===== config.mk =====
export PLATFORM = sky130hd
export DESIGN_NAME = n_bin_avg_wrapper
export DESIGN_NICKNAME = d
export VERILOG_FILES = /design/src/rtl/n_bin_avg_wrapper.sv
export SDC_FILE = /design/constraint.sdc
export NUM_CORES = 1
export LEC_CHECK = 0
export BUFFER_PORTS_ARGS = -buffer_cell sky130_fd_sc_hd__clkbuf_2
export CORE_UTILIZATION = 52
export DETAILED_ROUTE_END_ITERATION = 7
export PLACE_DENSITY = 0.7
export SYNTH_ARGS = -nofsm -noshare
export SYNTH_HDL_FRONTEND = slang
export SYNTH_SLANG_ARGS = --single-unit

===== constraint.sdc =====
create_clock -name clk -period 6 [get_ports clk]
set_input_delay 0 -clock clk [delete_from_list [all_inputs] [get_ports clk]]
set_output_delay 0 -clock clk [all_outputs]
set_load 0.02 [all_outputs]

===== src/rtl/n_bin_avg_wrapper.sv =====
// Per-bin running average of framed FFT spectra over 2^k spectra.
// Build option AVG_ROUND_EN: round-half-up before the final shift.
module n_bin_avg_wrapper #(
  parameter int N         = 16,
  parameter int N_out     = 8,
  parameter int SUM_WIDTH = 32,
  parameter int BINS      = 4
) (
  input  logic                                  clk,
  input  logic                                  arest_n,
  input  logic                                  fft_ready,
  input  logic signed [N-1:0]                   in_data,
  input  logic [7:0]                            N_AVGS_in,
  output logic                                  valid,
  output logic [BINS*N/N_out-1:0][N_out-1:0]    out_data
);

  localparam int BW = $clog2(BINS);
  localparam logic [BW-1:0] LAST = BW'(BINS - 1);

  logic                        cap;
  logic [BW-1:0]               bin_cnt;
  logic [7:0]                  spec_cnt;
  logic [2:0]                  k;
  logic [2:0]                  k_in;
  logic signed [SUM_WIDTH-1:0] acc [BINS];
  logic signed [SUM_WIDTH-1:0] fin [BINS];
  logic signed [SUM_WIDTH-1:0] ext;
  logic signed [SUM_WIDTH-1:0] rnd;
  logic [BINS*N-1:0]           avg_flat;
  logic                        last_bin;
  logic                        start;
  logic                        mid;
  logic                        wrap;
  logic                        done;

  assign ext = {{(SUM_WIDTH-N){in_data[N-1]}}, in_data};

  // Highest set bit wins, so 0 maps to k=0 and non-powers round down.
  always_comb begin
    k_in = '0;
    for (int i = 0; i < 8; i++)
      if (N_AVGS_in[i]) k_in = 3'(i);
  end

`ifdef AVG_ROUND_EN
  assign rnd = (k == 3'd0) ? '0 :
               (SUM_WIDTH'(1) << (k - 3'd1));
`else
  assign rnd = '0;
`endif

  assign last_bin = cap && (bin_cnt == LAST);
  assign start    = !cap && fft_ready;
  assign mid      = cap && !last_bin;
  assign done     = last_bin &&
                    ((spec_cnt + 8'd1) == (8'd1 << k));
  assign wrap     = last_bin && !done;

  // The last bin is still in flight on the completion edge.
  always_comb begin
    avg_flat = '0;
    for (int b = 0; b < BINS; b++) begin
      fin[b] = acc[b] + rnd;
      if (b == BINS - 1) fin[b] = fin[b] + ext;
      avg_flat[b*N +: N] = N'(fin[b] >>> k);
    end
  end

  always_ff @(posedge clk) begin
    if (arest_n) begin
      cap      <= 1'b0;
      bin_cnt  <= '0;
      spec_cnt <= '0;
      k        <= '0;
      valid    <= 1'b0;
      out_data <= '0;
      for (int b = 0; b < BINS; b++) acc[b] <= '0;
    end else begin
      valid <= 1'b0;
      unique case (1'b1)
        start: begin
          acc[0]  <= acc[0] + ext;
          cap     <= 1'b1;
          bin_cnt <= BW'(1);
          if (spec_cnt == 8'd0) k <= k_in;
        end
        mid: begin
          acc[bin_cnt] <= acc[bin_cnt] + ext;
          bin_cnt      <= bin_cnt + BW'(1);
        end
        wrap: begin
          acc[LAST] <= acc[LAST] + ext;
          cap       <= 1'b0;
          bin_cnt   <= '0;
          spec_cnt  <= spec_cnt + 8'd1;
        end
        done: begin
          for (int b = 0; b < BINS; b++) acc[b] <= '0;
          cap      <= 1'b0;
          bin_cnt  <= '0;
          spec_cnt <= '0;
          valid    <= 1'b1;
          out_data <= avg_flat;
        end
        default: ;
      endcase
    end
  end

endmodule


==> out/qor.csv <==
metric,value,unit
critical_path_required,6.15,ns
grt_pass1_wl,59.15,mm
cpLargestDelayFamily,compound AO/OA/AOI/OAI gates,
ir_drop,0.2030,mV
ys_ff_latch,173,
drtIter0Drc,1356,
cts_resized,0,
synth-seq-area-share,0.3380,
viasPerCell,6.303,
core_region_area,24390,um2
dr.pass1.iters,6,
holdWs,0.02506,ns
final-max-slew-violation-count,0,
worstHoldPathType,in2reg,
die_w,159.9,um
crit_type,reg2reg,
finalCoreUtilization,0.5797,
die_area,25580,um2
grt_max_degree,78,
insertion_delay,0.44,ns
grt-ovfl-total,0,
rsz0062_at_grt,false,
cts_buffers,17,
synth_nets,1543,
grt_pass1_vias,10660,
port_buffers,90,
path_clk_slew,0.07,ns
detailed_place_hpwl,29.26,mm
cts_tree,done,
setup_viol_count_final,0,
drv_cap,0,
dr_total_vias,11450,
synth-async-reset-ratio,0,
cts_buffer_depth,2,
critPathBufInv,1,
slowest_delay,0.59,ns
crit_chain,buf_4 -> mux4_2 -> ha_1 -> a21oi_1 -> nand2_1 -> a211oi_1 -> nor3_1 -> o21a_1 -> o21a_1 -> o311ai_0 -> o22ai_1,
syn_area_per_cell,9.002,um2
period_share,0.6959,
area_growth,8.999,%
fin_crit,4.176,ns
n_antenna_cell,0,
syn-cell-area,12970,um2
ys.warnings.count,0,
cts_setup_buffers,0,
ys_types,79,
wl_per_cell,20.75,um
drive_gt1_frac,0.1575,
slowest_stage,mux4_2,
drc_errors,0,
antenna_found_initial,0,
drtAntennaViolNets,0,
synth_cells,1441,
cts_max_level,4,
start_util,0.5319,
cp_max_fo,19,
cpMostUsedCell,o21a_1,
endpoint_kind,register,
synth_ff_type,edfxtp_1,
skew,0.01614,ns
status,"finished, final reports clean",
tightestPinTransition,1.084,ns
crit_arrival,4.33,ns
gp_congestion,0.9945,
start_kind,register,
hold_viol,0,
relSlewSlack,0.2776,
power_density,269.0,nW/um2
grt_usage,0.2974,
root_buffer,clkbuf_16,
nets,1581,
p_leak,5.868,nW
core.rowCount,57,
routed_wl,37.69,mm
synth_edf_count,92,
die_y,159.9,um
clock_sinks,173,
cts_hold_buf,4,
setup_tns,0,ns
pin_count,92,
fmax,0.2395,GHz
-- report_power, final --
group	leakage [nW]	switching (mW)	internal, mW
combinational	3.98	0.805	0.519
clock	0.270	0.516	0.550
sequential	1.62	0.0993	1.31
-- worst paths after layout --
check | start | depth (start not counted) | endpoint | slack (ns)
setup / recovery | register | 11 | acc[0][19]$_DFFE_PP_ | 1.82
hold / removal | N_AVGS_in[5] | 5 | k[2]$_SDFFE_PP0P_ | 0.03
setup reg to reg | register | 11 | acc[0][19]$_DFFE_PP_ | 1.82
hold reg to reg | out_data[18]$_SDFFE_PP0P_ | 2 | out_data[18]$_SDFFE_PP0P_ | 0.45
-- flip-flops by register name (all words and copies together), names as in the netlist, named ones only --
register / flops
acc: 92
out_data: 64
spec_cnt: 8
k: 3
bin_cnt: 2
cap: 1
valid: 1
-- cells in the final DEF (no fill, tap or decap), drive strengths merged, types with 13 or more instances in the layout --
cell	n
o22ai	19
and2	20
o21a	15
mux4	29
a211oi	32
inv	45
xnor2	30
nor2	127
edfxtp	92
nand3	20
o21ai	104
clkbuf	107
a21o	30
mux2i	80
dfxtp	81
nor2b	20
xor2	26
mux2	13
nand2	184
a31oi	30
a21oi	90
ha	72
nor3	27
and3	37
-- area by class of cell --
type,count,area (um2)
clock buffers,17,425.4
inverters,36,135.1
flip-flops and latches,173,4390
clock inverters,15,140.1
multi-input cells,1145,8063
repair buffers,106,580.6
well taps,324,405.4
fillers,2228,10250
-- synth_stat cells (all sizes together) (6+ instances only) --
library cell	number	share of area
mux4	29	0.050
xnor2	30	0.020
a31oi	30	0.015
a211oi	32	0.019
o21bai	6	0.0035
and2	20	0.0098
xor2	26	0.018
nor2	127	0.037
o22ai	19	0.0092
mux2i	80	0.062
edfxtp	92	0.21
nand2	184	0.053
a21o	30	0.017
ha	72	0.069
buf	35	0.016
a22o	6	0.0041
nand3	20	0.0077
or3	8	0.0039
nor3	27	0.010
o211ai	12	0.0069
and3	37	0.018
o21ai	104	0.049
a21oi	90	0.035
nand4	10	0.0048
a31o	6	0.0041
inv	35	0.010
clkbuf	52	0.015
mux2	13	0.012
dfxtp	81	0.13
or2	6	0.0029
nor2b	20	0.0096
nand2b	12	0.0058
a2111oi	8	0.0088
o21a	15	0.0087
-- routing by layer --
metal / vias to the layer above / GRT usage / share of wire
met4: 0 / 0.1052 / 0.027
met2: 539 / 0.4328 / 0.42
met1: 5391 / 0.4423 / 0.46
met3: 65 / 0.04909 / 0.092
met5: - / 0 / 0
li1: 5452 / - / -
-- logic make-up after synthesis --
logic type / share of synthesized area
flip-flops: 0.3380
AND/OR/NAND/NOR: 0.1748
XOR/XNOR: 0.03781
buffers and inverters: 0.04109
AO/OA/AOI/OAI: 0.2106
multiplexers: 0.1236
adder cells (fa/ha/maj): 0.07407
-- worst min-delay path, delay by kind of cell --
family / cells / cell delay [ns]
AND/OR/NAND/NOR: 3 / 0.27
buffers and inverters: 1 / 0.09
AO/OA/AOI/OAI: 1 / 0.05
-- metrics by stage --
stage	power (mW)	instances	worst slack (ns)	instance area, um2
after floorplan	2.372	1441	2.068	12970
after global placement	2.699	1780	1.861	13530
after detailed placement	2.720	1780	1.826	13530
after CTS	3.783	1816	1.808	14140
after global routing	3.985	1816	1.547	14140
final	3.803	1816	1.824	14140
(Power assumes the default switching activity.)
